**src/rtl/dual_fetch_stage.sv**
```systemverilog
// Dual-lane fetch stage: owns the PC, fetches 8-byte aligned instruction pairs,
// and presents them to decode through a valid/ready IF/ID register.
module dual_fetch_stage #(
   parameter logic [31:0] RESET_PC     = 32'h0000_0000,
   parameter int          MEM_WORDS    = 64,
   parameter bit          LANE2_ENABLE = 1'b0
) (
   input  logic        clk,
   input  logic        reset,
   input  logic        redirect_valid,
   input  logic [31:0] redirect_target,
   output logic [31:0] imem_addr,
   input  logic [31:0] imem_instr1,
   input  logic [31:0] imem_instr2,
   output logic        out_valid,
   input  logic        out_ready,
   output logic [31:0] out_pc,
   output logic [31:0] out_instr0,
   output logic [31:0] out_instr1,
   output logic [1:0]  out_lane_valid,
   output logic        fetch_done,
   output logic [31:0] fetched_count
);

   localparam logic [31:0] MEM_BYTES = 32'(MEM_WORDS * 4);

   logic [31:0] pc_q, pc_d;
   logic [31:0] out_pc_q, out_pc_d;
   logic [31:0] out_instr0_q, out_instr0_d;
   logic [31:0] out_instr1_q, out_instr1_d;
   logic [1:0]  lane_valid_q, lane_valid_d;
   logic        fetch_done_q, fetch_done_d;
   logic [31:0] count_q, count_d;

   logic accept;
   logic advance;
   logic unused_bits;

   assign imem_addr = {pc_q[31:3], 3'b000};
   assign out_valid = |lane_valid_q;
   assign accept    = out_valid & out_ready;
   assign advance   = ~out_valid | out_ready;

   // Low PC bits only matter through the alignment of imem_addr and lane 0 kill.
   assign unused_bits = ^{redirect_target[1:0], pc_q[1:0]};

   always_comb begin
      pc_d         = pc_q;
      out_pc_d     = out_pc_q;
      out_instr0_d = out_instr0_q;
      out_instr1_d = out_instr1_q;
      lane_valid_d = lane_valid_q;
      fetch_done_d = fetch_done_q;
      count_d      = count_q;

      // A pair accepted in the same cycle as a redirect is still retired.
      if (accept) begin
         count_d = count_q + {31'd0, lane_valid_q[0]} + {31'd0, lane_valid_q[1]};
      end

      if (redirect_valid) begin
         pc_d         = {redirect_target[31:2], 2'b00};
         lane_valid_d = 2'b00;
         fetch_done_d = 1'b0;
      end else if (advance) begin
         if (!fetch_done_q && (imem_addr < MEM_BYTES)) begin
            out_instr0_d    = imem_instr1;
            out_instr1_d    = imem_instr2;
            out_pc_d        = imem_addr;
            lane_valid_d[0] = ~pc_q[2];
            lane_valid_d[1] = LANE2_ENABLE;
            pc_d            = imem_addr + 32'd8;
         end else begin
            lane_valid_d = 2'b00;
            fetch_done_d = 1'b1;
         end
      end
   end

   always_ff @(posedge clk) begin
      if (reset) begin
         pc_q         <= RESET_PC;
         out_pc_q     <= 32'd0;
         out_instr0_q <= 32'd0;
         out_instr1_q <= 32'd0;
         lane_valid_q <= 2'b00;
         fetch_done_q <= 1'b0;
         count_q      <= 32'd0;
      end else begin
         pc_q         <= pc_d;
         out_pc_q     <= out_pc_d;
         out_instr0_q <= out_instr0_d;
         out_instr1_q <= out_instr1_d;
         lane_valid_q <= lane_valid_d;
         fetch_done_q <= fetch_done_d;
         count_q      <= count_d;
      end
   end

   assign out_pc         = out_pc_q;
   assign out_instr0     = out_instr0_q;
   assign out_instr1     = out_instr1_q;
   assign out_lane_valid = lane_valid_q;
   assign fetch_done     = fetch_done_q;
   assign fetched_count  = count_q;

endmodule

```
**config.mk**
```make
export PLATFORM = sky130hd
export DESIGN_NAME = dual_fetch_stage
export DESIGN_NICKNAME = d
export VERILOG_FILES = /design/src/rtl/dual_fetch_stage.sv
export SDC_FILE = /design/constraint.sdc
export NUM_CORES = 1
export LEC_CHECK = 0
export BUFFER_PORTS_ARGS = -buffer_cell sky130_fd_sc_hd__buf_2
export CAP_MARGIN = 10
export CORE_MARGIN = 3
export CORE_UTILIZATION = 50
export CTS_BUF_LIST = sky130_fd_sc_hd__clkbuf_2 sky130_fd_sc_hd__clkbuf_4 sky130_fd_sc_hd__clkbuf_8
export DETAILED_ROUTE_END_ITERATION = 7
export GPL_ROUTABILITY_DRIVEN = 0
export PLACE_DENSITY = 0.82
export SYNTH_ARGS = -nofsm -noshare
export SYNTH_HDL_FRONTEND = slang
export SYNTH_SLANG_ARGS = --single-unit
```
**constraint.sdc**
```tcl
create_clock -name clk -period 3 [get_ports clk]
set_clock_uncertainty 0.15 [all_clocks]
set_input_delay 0.3 -clock clk [delete_from_list [all_inputs] [get_ports clk]]
set_output_delay 0.3 -clock clk [all_outputs]
set_load 0.005 [all_outputs]
```
# Yosys cells after proc, flatten, opt, wreduce, memory -nomap -nowiden

Cells that the tools add are included.

Word-level logic and storage cells: 32
Output and inout bits: 164
Register bits after elaboration: 160
Input bits: 100

$add $sub $neg: 3
Reduce and logical (&&, ||, !) cells: 10
Mux-type cells: 4
Bitwise logic cells: 6
Magnitude comparators: 1

Operators with widths:

| operator                                                     | count |
|---|---|
| 2-to-1 mux 32 bit                                            | 3 |
| adder 32 x 1 -> 32 bit                                       | 2 |
| adder 32 x 4 -> 32 bit (second input constant)               | 1 |
| less-than comparator 32 x 9 -> 1 bit (second input constant) | 1 |
| AND reduction 2 bit                                          | 3 |
| NOT 1 bit                                                    | 4 |
| nonzero test 2 bit                                           | 2 |
| OR reduction 2 bit                                           | 2 |
| AND reduction 3 bit                                          | 1 |
| bitwise AND 1 bit                                            | 1 |
| logical AND 1 bit                                            | 1 |
| logical NOT 1 bit                                            | 1 |
| 2-to-1 mux 1 bit                                             | 1 |
| OR 1 bit                                                     | 1 |

# Logic depth before layout (Yosys ltp)

Gate-level depths: netlist of run 1.

Depth after elaboration: 5
Gate-level depth with buffers: 8
Gate-level depth less buffers: 7

# Least setup slack after synthesis of run 1

No wires, ideal clock.

Kind: register -> register
From: register pc_q[12]
To: register out_pc_q[11] (netlist: out_pc[11])
Buffers on the path: 2
Cell stages (with the launch flop): 8
Clock period less this slack: 2.401 ns
Path slack: 0.599 ns
Arrival: 2.136 ns
Setup time: 0.115 ns
Cells stage by stage: dfxtp_1 or4_1 or4_4 nor4_4 buf_4 nor2_1 clkbuf_1 and2_1

Cells in the longest elaborated chain, start to end: 3

RTL lines:

| item                                 | RTL line | RTL |
|---|---|---|
| start, declared                      | 27       | `logic [31:0] pc_q, pc_d;` |
| start signal, assigned               | 90       | `pc_q <= pc_d;` |
| less-than comparator 32 x 9 -> 1 bit | 66       | `if (!fetch_done_q && (imem_addr < MEM_BYTES)) begin` |
| logical AND 1 bit                    | 66       |  |
| AND reduction 3 bit (no source line) | --       |  |
| end signal, assigned                 | 91       | `out_pc_q <= out_pc_d;` |
| end, declared                        | 28       | `logic [31:0] out_pc_q, out_pc_d;` |

No other way between the ends.
A chain may end at the register's enable or synchronous reset.

# Worst setup path in the final report of run 1

From: register pc_q[12]
To: register out_instr1_q[16] (netlist: out_instr1[16])

Cells in the longest elaborated chain, start to end: 3

RTL lines:

| item                                 | RTL line | RTL |
|---|---|---|
| less-than comparator 32 x 9 -> 1 bit | 66       |  |
| logical AND 1 bit                    | 66       |  |
| AND reduction 3 bit (no source line) | --       |  |
| end signal, assigned                 | 93       | `out_instr1_q <= out_instr1_d;` |
| end, declared                        | 30       | `logic [31:0] out_instr1_q, out_instr1_d;` |

No other way between the ends.

==> impl_metrics.tcl, run 1 <==
set metrics [dict create \
    pwr-share-clk_pct 41.9 \
    post_synth_most_frequent_cells "sky130_fd_sc_hd__dfxtp_1, sky130_fd_sc_hd__nand2b_1, sky130_fd_sc_hd__nand3b_1" \
    main_combinational_cell_family_by_area_after_synthesis "simple AND/OR/NAND/NOR gates" \
    worst_slew_pin_slew_ns 1.03 \
    start_util_pct 51.7 \
    worst_hold_slack_ns 0.0398 \
    finalNetCount 1111 \
    clk-insertion-delay-late_ns 0.44 \
    clock_tree.htree_level_count 4 \
    powerDensity_nw_per_um2 476 \
    grt_overflow_total 0 \
    post-synth-top-area-fraction_pct 47.8 \
    synth_adder_area_share_pct 0.571 \
    finalSetupTns_ns 0 \
    syn-instance-count 715 \
    post-route-drc-count 0 \
    final-hold-violation-count 0 \
    required_ns 3.18 \
    initialDrtViolationCount 463 \
    timing.critical_path.max_delay_family "simple AND/OR/NAND/NOR gates" \
    synth_warnings 0 \
    io-pin-count 264 \
    hold_class "in2reg" \
    async_flop_share_pct 0 \
    multiplexer_share_of_the_synthesized_area_pct 3.35 \
    wire_per_inst_um 15.8 \
    global_route.usage.total_pct 25.4 \
    static_power_due_to_leakage_nw 4.02 \
    internal_power_mw 3.34 \
    switching_share_pct 22.4 \
    vias_per_cell 5.20 \
    worst_ep_arrival_time_ns 2.82 \
    grt_first_pass_wirelength_mm 29.8 \
    row_cnt 41 \
    unrepaired_setup_endpoints_after_global_routing "false" \
    path_cells "or4_1 > or4_4 > nor4_4 > buf_4 > buf_12 > nand3b_1 > o21ai_0" \
    finalMaxSlewViolations 0 \
    maximum_clock_rate_ghz 0.379 \
    yosys.area.top_type "sky130_fd_sc_hd__dfxtp_1" \
    antenna_found_initial 0 \
    synth-compound-area-share_pct 7.80 \
    ir_drop_uv 390 \
    wl_mm 18.9 \
    worst-path-max-fanout 104 \
    finalCritPeriodShare_pct 88.0 \
    ys_top_cells_by_area "sky130_fd_sc_hd__dfxtp_1, sky130_fd_sc_hd__nand3b_1, sky130_fd_sc_hd__nand2b_1" \
    fin_crit_ns 2.64 \
    crit_path_top_delay_cell "sky130_fd_sc_hd__or4_4" \
    synth.most_common_cell "sky130_fd_sc_hd__dfxtp_1" \
    numPortBuffers 254 \
    core_area_um2 12700 \
    maxCapViolCount 0 \
    floorplan.die_area_um2 14600 \
    total_inserted_antenna_cells 0 \
    num_vias 6203 \
    simple_gate_area_share_of_the_yosys_netlist_pct 28.9 \
    firstDrtPassIters 5 \
    drive_above_1_share_pct 29.2 \
    synthDistinctLibCells 43 \
    maxSlewHeadroom_pct 30.8 \
    syn2layout_area_growth_pct 37.5 \
    synth_sequential_area_ratio_pct 47.8 \
    grt_start_max_net_pins 144 \
    share_seq_of_total_power_pct 49.7 \
    synth_seq_cells 157 \
    die_x_um 121 \
    crit_type "reg2reg" \
    cts_clock_pin_slew_for_the_worst_setup_and_hold_paths_ns 0.08 \
    total_switching_power_mw 0.966 \
    crit_path_max_incr_delay_ns 0.56 \
    tritoncts "done" \
    die_h_um 121 \
    number_of_cells_upsized_or_downsized_after_cts 0 \
    clockRootBuffer "sky130_fd_sc_hd__clkbuf_8" \
    number_of_synthesized_flops_with_an_enable_pin 0 \
    endpoint_kind "register" \
    numCtsBuffers 17 \
    detail-route-antenna-nets 0 \
    startpoint_type "register" \
    synth_area_um2 6580 \
    ys.flop_type "sky130_fd_sc_hd__dfxtp_1" \
    power_frac_comb_pct 8.4 \
    dpl.hpwl_mm 10.8 \
    clock_sink_count 157 \
    number_of_global_route_vias_before_repair 6025 \
    run_status "finished clean" \
    report.final.setup_viol 0 \
    clk_path_buf_depth 2 \
    post_synth.cell_area_avg_um2 9.20 \
    crit_buf_inv 2 \
    post_synthesis_share_of_cell_area_spent_on_xor_and_xnor_gates_pct 3.60 \
]
==> path summary, 6_finish.rpt <==
path | start | endpoint | slack, ns | cells after the start
worst max register to register | pc_q[12] | out_instr1[16] | 0.36 | 7
worst min register to register | out_pc[26] | out_pc[26] | 0.31 | 1
worst min-delay path | redirect_target[3] | pc_q[3] | 0.04 | 4
worst max-delay path | pc_q[12] | out_instr1[16] | 0.36 | 7
==> layout make-up <==
| type | count | area, µm² |
|---|---|---|
| clock inverters | 13 | 214 |
| inverters | 8 | 30.0 |
| flip-flops and latches | 157 | 3140 |
| clock buffers | 19 | 249 |
| well taps | 172 | 215 |
| multi-input cells | 472 | 2930 |
| repair buffers | 352 | 2260 |
| fillers | 895 | 3680 |
==> kinds of logic (layout without fill, tap and decap cells) <==
kind of cell / count (synthesis) / after routing
buffers and inverters: 92 / 392
multiplexers: 22 / 22
XOR/XNOR: 27 / 27
other: 1 / 7
AO/OA/AOI/OAI: 97 / 97
flip-flops: 157 / 157
AND/OR/NAND/NOR: 316 / 316
adder cells (fa/ha/maj): 3 / 3
==> per-stage QoR <==
stage,total power [mW],setup WS (ns),std cells,cell area [µm²],util (%)
finish,4.30,0.360,1193,9040,71.1
floorplan,2.36,0.599,721,6600,-
global placement,2.44,0.459,1071,7680,60.4
detailed placement,2.44,0.438,1071,7680,60.4
global route,4.47,0.206,1193,9040,71.1
CTS,4.33,0.417,1193,9040,71.1
==> metal layers <==
layer | GRT usage (%) | up-vias | routed length (µm)
li1 | - | 2981 | -
met1 | 28.7 | 2850 | 7390
met2 | 42.6 | 310 | 9180
met3 | 9.12 | 62 | 1640
met4 | 12.4 | 0 | 673
met5 | 0 | - | 0
==> power by group through the flow <==
stage	combinational, mW	sequential [mW]	clock (mW)
5_1_grt	0.392	2.14	1.93
4_1_cts	0.350	2.14	1.84
3_5_place_dp	0.258	2.19	0
3_3_place_gp	0.254	2.18	0
2_1_floorplan	0.179	2.18	0
6_report	0.363	2.14	1.80
==> placed cells by master, fill, tap and decap left out, types with 3 or more instances in the layout <==
cell type / count
sky130_fd_sc_hd__xor2_1: 10
sky130_fd_sc_hd__o21ai_1: 19
sky130_fd_sc_hd__and4_1: 6
sky130_fd_sc_hd__nand2b_1: 70
sky130_fd_sc_hd__xnor2_1: 17
sky130_fd_sc_hd__nand3_1: 12
sky130_fd_sc_hd__nand2_1: 19
sky130_fd_sc_hd__mux2i_1: 22
sky130_fd_sc_hd__buf_4: 7
sky130_fd_sc_hd__nand4_1: 10
sky130_fd_sc_hd__nand3b_1: 69
sky130_fd_sc_hd__clkinv_4: 4
sky130_fd_sc_hd__dlygate4sd3_1: 90
sky130_fd_sc_hd__o21ai_0: 57
sky130_fd_sc_hd__buf_2: 253
sky130_fd_sc_hd__nor2b_1: 3
sky130_fd_sc_hd__nor2_1: 53
sky130_fd_sc_hd__dfxtp_1: 157
sky130_fd_sc_hd__inv_1: 8
sky130_fd_sc_hd__nor3_1: 14
sky130_fd_sc_hd__clkbuf_8: 17
sky130_fd_sc_hd__ha_1: 3
sky130_fd_sc_hd__or3_1: 8
sky130_fd_sc_hd__bufinv_16: 5
sky130_fd_sc_hd__conb_1: 7
sky130_fd_sc_hd__and2_1: 26
sky130_fd_sc_hd__nor4_1: 15
sky130_fd_sc_hd__a21oi_1: 13
==> worst min-delay path, delay by kind of cell <==
family	cells	cell delay [ns]
buffers and inverters	2	0.14
AOI/OAI and AO/OA	2	0.14
==> flip-flops by register name, indices dropped and copies added, names as in the netlist <==
signal	cells
fetched_count	32
out_instr0	32
out_instr1	32
pc_q	30
out_pc	29
fetch_done	1
out_lane_valid	1
==> what timing repair did <==
| action | 4_1_cts | 5_1_grt |
|---|---|---|
| hold buffers | 90 | 0 |
| buffers inserted | 0 | 0 |
| hold endpoints to repair | 90 | 0 |
Note: power is estimated with default switching activity, not from simulation.
==> inputs of run 2 (changes only) <==
--- a/config.mk
+++ b/config.mk
@@ -5,6 +5,7 @@
 export SDC_FILE = /design/constraint.sdc
 export NUM_CORES = 1
 export LEC_CHECK = 0
+export ABC_AREA = 1
 export BUFFER_PORTS_ARGS = -buffer_cell sky130_fd_sc_hd__buf_2
 export CAP_MARGIN = 10
 export CORE_MARGIN = 3
@@ -12,7 +13,7 @@
 export CTS_BUF_LIST = sky130_fd_sc_hd__clkbuf_2 sky130_fd_sc_hd__clkbuf_4 sky130_fd_sc_hd__clkbuf_8
 export DETAILED_ROUTE_END_ITERATION = 7
 export GPL_ROUTABILITY_DRIVEN = 0
-export PLACE_DENSITY = 0.82
+export PLACE_DENSITY = 0.81
 export SYNTH_ARGS = -nofsm -noshare
 export SYNTH_HDL_FRONTEND = slang
 export SYNTH_SLANG_ARGS = --single-unit
==> impl_metrics.tcl, run 2 <==
set metrics [dict create \
    hold_path_depth 3 \
    dpl.hpwl_mm 13.4 \
    number_of_global_route_vias_before_repair 6779 \
    die_h_um 126 \
    worst-path-max-fanout 69 \
    required_ns 3.23 \
    fin_crit_ns 2.12 \
    worst_slew_pin_slew_ns 0.747 \
    num_vias 7534 \
    rr_endpoint "out_instr0[3]" \
    static_power_due_to_leakage_nw 4.54 \
    fillers 1193 \
    final_cell_mix "sky130_fd_sc_hd__nor2_1, sky130_fd_sc_hd__buf_2, sky130_fd_sc_hd__nand2_1, sky130_fd_sc_hd__dfxtp_1, sky130_fd_sc_hd__inv_1" \
    ys.flop_type "sky130_fd_sc_hd__dfxtp_1" \
    maximum_clock_rate_ghz 0.472 \
    antenna_found_initial 0 \
    global_route.usage.total_pct 25.6 \
    clock_tree.htree_level_count 4 \
    firstDrtPassIters 5 \
    syn-instance-count 1089 \
    wl_mm 21.1 \
    path_common_cell "sky130_fd_sc_hd__nor2_1" \
    maxSlewHeadroom_pct 50.1 \
    finalCritPeriodShare_pct 70.6 \
    grt_start_max_net_pins 85 \
    detail-route-antenna-nets 0 \
    post_cts_hold_buffer_count 55 \
    numPortBuffers 254 \
    maxCapViolCount 0 \
    crit_path_max_incr_delay_ns 0.57 \
    die_x_um 126 \
    final_critical_path_setup_slack_ns 0.882 \
    grt_overflow_total 0 \
    io-pin-count 264 \
    clock_sink_count 157 \
    drive_above_1_share_pct 22.7 \
    synth.most_common_cell "sky130_fd_sc_hd__nor2_1" \
    startpoint "pc_q[11]" \
    synth_seq_cells 157 \
    async_flop_share_pct 0 \
    startpoint_type "register" \
    detailed_place.area_um2 8300 \
    finalNonFillerCells 1531 \
    ir_drop_uv 361 \
    finalNetCount 1441 \
    post-route-drc-count 0 \
    r2r_setup_slack_ns 0.88 \
    reg2regPathDepth 10 \
    clk_path_buf_depth 2 \
    finalMaxSlewViolations 0 \
    powerDensity_nw_per_um2 464 \
    yosys.area.top_type "sky130_fd_sc_hd__dfxtp_1" \
    wire_per_inst_um 13.8 \
    floorplan.die_area_um2 15900 \
    endpoint_kind "register" \
    timing.rr.start "pc_q[11]" \
    row_cnt 43 \
    post_synth_most_frequent_cells "sky130_fd_sc_hd__nor2_1, sky130_fd_sc_hd__nand2_1, sky130_fd_sc_hd__dfxtp_1" \
    clk-insertion-delay-late_ns 0.45 \
    number_of_cells_upsized_or_downsized_after_cts 0 \
    place_worst_setup_slack_ns 0.882 \
    unrepaired_setup_endpoints_after_global_routing "false" \
    p_total_mw 4.31 \
    vias_per_cell 4.92 \
    worst_hold_slack_ns 0.0269 \
    syn2layout_area_growth_pct 29.0 \
    grt_first_pass_wirelength_mm 33.5 \
    numCtsBuffers 17 \
    postCtsSetupRepairBufs 0 \
    cts_clock_pin_slew_for_the_worst_setup_and_hold_paths_ns 0.08 \
    post_synth.cell_area_avg_um2 6.62 \
    final_common_cell "sky130_fd_sc_hd__nor2_1" \
    fin_area_um2 9300 \
    finalSetupTns_ns 0 \
    layout.core_utilization_pct 66.5 \
    post-synth-top-area-fraction_pct 43.6 \
    synthDistinctLibCells 28 \
    crit_path_top_delay_cell "sky130_fd_sc_hd__buf_4" \
    synth_area_um2 7210 \
    ys_top_cells_by_area "sky130_fd_sc_hd__dfxtp_1, sky130_fd_sc_hd__nor2_1, sky130_fd_sc_hd__nand2_1" \
    clockRootBuffer "sky130_fd_sc_hd__clkbuf_8" \
    dp_cells 1444 \
    crit_type "reg2reg" \
    final-hold-violation-count 0 \
    report.final.setup_viol 0 \
    run_status "finished clean" \
    core_area_um2 14000 \
    path_cells "inv_1 > nand2_1 > nor2_1 > nand2_1 > nor2_2 > nand3_2 > nor2_4 > buf_4 > nor2_1 > nor2_1" \
    synth_sequential_area_ratio_pct 43.6 \
    tritoncts "done" \
    synth_warnings 0 \
    worst_ep_arrival_time_ns 2.35 \
    initialDrtViolationCount 483 \
    hold_class "in2reg" \
    hp-start "redirect_target[12]" \
    timing.hold.worst_endpoint "pc_q[12]" \
    start_util_pct 51.5 \
    number_of_synthesized_flops_with_an_enable_pin 0 \
]
run 2: cell count changes after synthesis, moves of 23 or more:
cell | previous run | this run
sky130_fd_sc_hd__inv_1 | 8 | 119
sky130_fd_sc_hd__nand3_1 | 12 | 112
sky130_fd_sc_hd__nand2b_1 | 70 | 0
sky130_fd_sc_hd__nand2_1 | 19 | 222
sky130_fd_sc_hd__nor2_1 | 53 | 256
sky130_fd_sc_hd__nand3b_1 | 69 | 0
sky130_fd_sc_hd__and2_1 | 26 | 3
sky130_fd_sc_hd__a21oi_1 | 13 | 45
run 2: worst max-delay path by stage:
stage,endpoint,slack [ns],cells past startpoint
floorplan,fetched_count[18],1.08,9
global placement,fetched_count[20],0.92,9
detailed placement,fetched_count[16],0.88,9
CTS,fetched_count[16],0.88,9
global route,fetched_count[16],0.60,9
finish,out_instr0[3],0.88,10
run 2: cell families after synthesis:
logic type      synth area share, %
buf+inv                        13.6
xor+xnor                      0.729
fa+ha+maj                     0.521
compound gates                 6.70
other cells                  0.0520
simple gates                   34.8
flops                          43.6
run 2: where the power goes:
group / internal [mW] / switching [mW]
Clock: 1.01 / 0.784
Sequential: 2.11 / 0.0250
Combinational: 0.174 / 0.204
Total: 3.30 / 1.01
run 2: final cells by class:
class                   instances  area, µm²  share of cell area, %
flip-flops and latches        157       3140                   33.8
multi-input cells             724       3120                   33.5
inverters                     121        454                   4.88
repair buffers                317       1910                   20.5
clock buffers                  19        255                   2.74
diodes                          1       2.50                 0.0269
well taps                     180        225                   2.42
clock inverters                12        194                   2.09
run 2: routing by layer:
layer	GRT usage (%)	vias to the layer above	part of all wire (%)
li1	-	3809	-
met1	31.1	3372	40
met2	43.3	312	49
met3	7.42	41	8.4
met4	8.83	0	2.4
met5	0	-	0
run 2: worst max-delay path, delay by kind of cell (launching register included):
family	cells	cell delay (ns)
buf+inv	2	0.64
flops	1	0.33
simple gates	8	0.91
==> inputs of run 3 (changes only) <==
--- a/config.mk
+++ b/config.mk
@@ -9,11 +9,11 @@
 export BUFFER_PORTS_ARGS = -buffer_cell sky130_fd_sc_hd__buf_2
 export CAP_MARGIN = 10
 export CORE_MARGIN = 3
-export CORE_UTILIZATION = 50
+export CORE_UTILIZATION = 46
 export CTS_BUF_LIST = sky130_fd_sc_hd__clkbuf_2 sky130_fd_sc_hd__clkbuf_4 sky130_fd_sc_hd__clkbuf_8
 export DETAILED_ROUTE_END_ITERATION = 7
 export GPL_ROUTABILITY_DRIVEN = 0
-export PLACE_DENSITY = 0.81
+export PLACE_DENSITY = 0.78
 export SYNTH_ARGS = -nofsm -noshare
 export SYNTH_HDL_FRONTEND = slang
 export SYNTH_SLANG_ARGS = --single-unit
==> constraint.sdc (replaced) <==
create_clock -name clk -period 1.85 [get_ports clk]
set_clock_uncertainty 0.15 [all_clocks]
set_input_delay 0.185 -clock clk [delete_from_list [all_inputs] [get_ports clk]]
set_output_delay 0.185 -clock clk [all_outputs]
set_load 0.005 [all_outputs]
==> impl_metrics.tcl, run 3 (synthesized netlist as in run 2, its figures left out) <==
set metrics [dict create \
    run_status "finished clean" \
    wl_mm 23.8 \
    finalNetCount 1519 \
    finalCritPeriodShare_pct 99.1 \
    initialDrtViolationCount 555 \
    core_area_um2 15300 \
    maxSlewHeadroom_pct 55.5 \
    vias_per_cell 4.97 \
    startpoint_type "register" \
    syn2layout_area_growth_pct 42.0 \
    maximum_clock_rate_ghz 0.545 \
    hold_class "in2reg" \
    firstDrtPassIters 5 \
    endpoint_kind "register" \
    worst_slew_pin_slew_ns 0.667 \
    floorplan.die_area_um2 17200 \
    drive_above_1_share_pct 25.4 \
    final_critical_path_setup_slack_ns 0.0160 \
    report.final.setup_viol 0 \
    start_util_pct 47.2 \
    detailed_place.area_um2 8570 \
    powerDensity_nw_per_um2 671 \
    clk_path_buf_depth 2 \
    fin_crit_ns 1.83 \
    post-route-drc-count 0 \
    dpl.hpwl_mm 13.8 \
    required_ns 2.06 \
    static_power_due_to_leakage_nw 4.92 \
    unrepaired_setup_endpoints_after_global_routing "true" \
    grt_first_pass_wirelength_mm 36.1 \
    number_of_global_route_vias_before_repair 7333 \
    numCtsBuffers 17 \
    finalMaxSlewViolations 0 \
    antenna_found_initial 0 \
    tritoncts "done" \
    fin_area_um2 10200 \
    global_route.usage.total_pct 25.2 \
    clock_sink_count 157 \
    die_x_um 131 \
    hold_path_depth 4 \
    final_cell_mix "sky130_fd_sc_hd__buf_2, sky130_fd_sc_hd__nor2_1, sky130_fd_sc_hd__nand2_1, sky130_fd_sc_hd__dfxtp_1, sky130_fd_sc_hd__inv_1" \
    final_common_cell "sky130_fd_sc_hd__buf_2" \
    wire_per_inst_um 14.5 \
    ir_drop_uv 560 \
    layout.core_utilization_pct 67.1 \
    row_cnt 45 \
    reg2regPathDepth 11 \
    io-pin-count 264 \
    num_vias 8150 \
    cts_clock_pin_slew_for_the_worst_setup_and_hold_paths_ns 0.09 \
    grt_overflow_total 0 \
    worst-path-max-fanout 12 \
    numPortBuffers 254 \
    clock_tree.htree_level_count 4 \
    crit_type "reg2reg" \
    die_h_um 131 \
    total_inserted_antenna_cells 0 \
    grt_start_max_net_pins 71 \
    place_worst_setup_slack_ns 0.0267 \
    final-hold-violation-count 0 \
    maxCapViolCount 0 \
    p_total_mw 6.87 \
    clockRootBuffer "sky130_fd_sc_hd__clkbuf_8" \
    worst_ep_arrival_time_ns 2.04 \
    fillers 1217 \
    clk-insertion-delay-late_ns 0.44 \
    detail-route-antenna-nets 0 \
]
[run 3: repair_timing]
| item | in CTS | in global routing |
|---|---|---|
| resized for setup | 2 | 28 |
| hold buffers | 99 | 0 |
| pin swaps | 0 | 12 |
| gates cloned | 0 | 6 |
| endpoints found under the setup margin | 2 | 122 |
| endpoints found under the hold margin | 97 | 0 |
| setup buffers | 0 | 3 |
[run 3: worst max-delay path, cell delays in order, from the launching register on]
cell and delay [ns]:
sky130_fd_sc_hd__dfxtp_1 0.32, sky130_fd_sc_hd__inv_1 0.07, sky130_fd_sc_hd__nand2_1 0.07, sky130_fd_sc_hd__nor2_2 0.16
sky130_fd_sc_hd__nand2_2 0.09, sky130_fd_sc_hd__nor2_4 0.11, sky130_fd_sc_hd__nand3_4 0.11, sky130_fd_sc_hd__nor2_4 0.14
sky130_fd_sc_hd__buf_12 0.13, sky130_fd_sc_hd__clkbuf_16 0.16, sky130_fd_sc_hd__nor2_1 0.04, sky130_fd_sc_hd__nor2_1 0.19
[run 3: through the flow]
step           std cells  TNS [ns]  hold slack (ns)
2_1_floorplan       1095         0            0.170
3_3_place_gp        1500         0            0.268
3_5_place_dp        1500         0            0.288
4_1_cts             1631         0            0.212
5_1_grt             1640    -0.170            0.271
6_report            1640         0            0.251
[run 3: worst paths after layout]
path	from	endpoint	slack [ns]
setup / recovery	pc_q[14]	out_instr1[13]	0.02
hold / removal	redirect_valid	pc_q[31]	0.25
setup reg to reg	pc_q[14]	out_instr1[13]	0.02
hold reg to reg	out_pc[27]	out_pc[27]	0.30
[run 3: report_power, final]
group	leakage, nW	switching, mW	internal, mW	total (mW)
Sequential	1.27	0.0385	3.43	3.47
Combinational	3.44	0.374	0.368	0.742
Clock	0.203	1.31	1.35	2.66
[run 3: routing by layer]
layer	global-route usage, %	wire length [µm]	vias up
li1	-	-	3966
met1	31.3	9570	3673
met2	40.9	11100	424
met3	6.32	2020	87
met4	12.1	1100	0
met5	0	0	-
[run 3: layout make-up]
type | count | area, µm² | area share [%]
Multi-Input combinational cell | 724 | 3210 | 31.4
Sequential cell | 157 | 3150 | 30.8
Timing Repair Buffer | 395 | 2750 | 26.9
Inverter | 121 | 454 | 4.44
Tap cell | 211 | 264 | 2.58
Clock buffer | 18 | 241 | 2.36
Clock inverter | 14 | 168 | 1.64
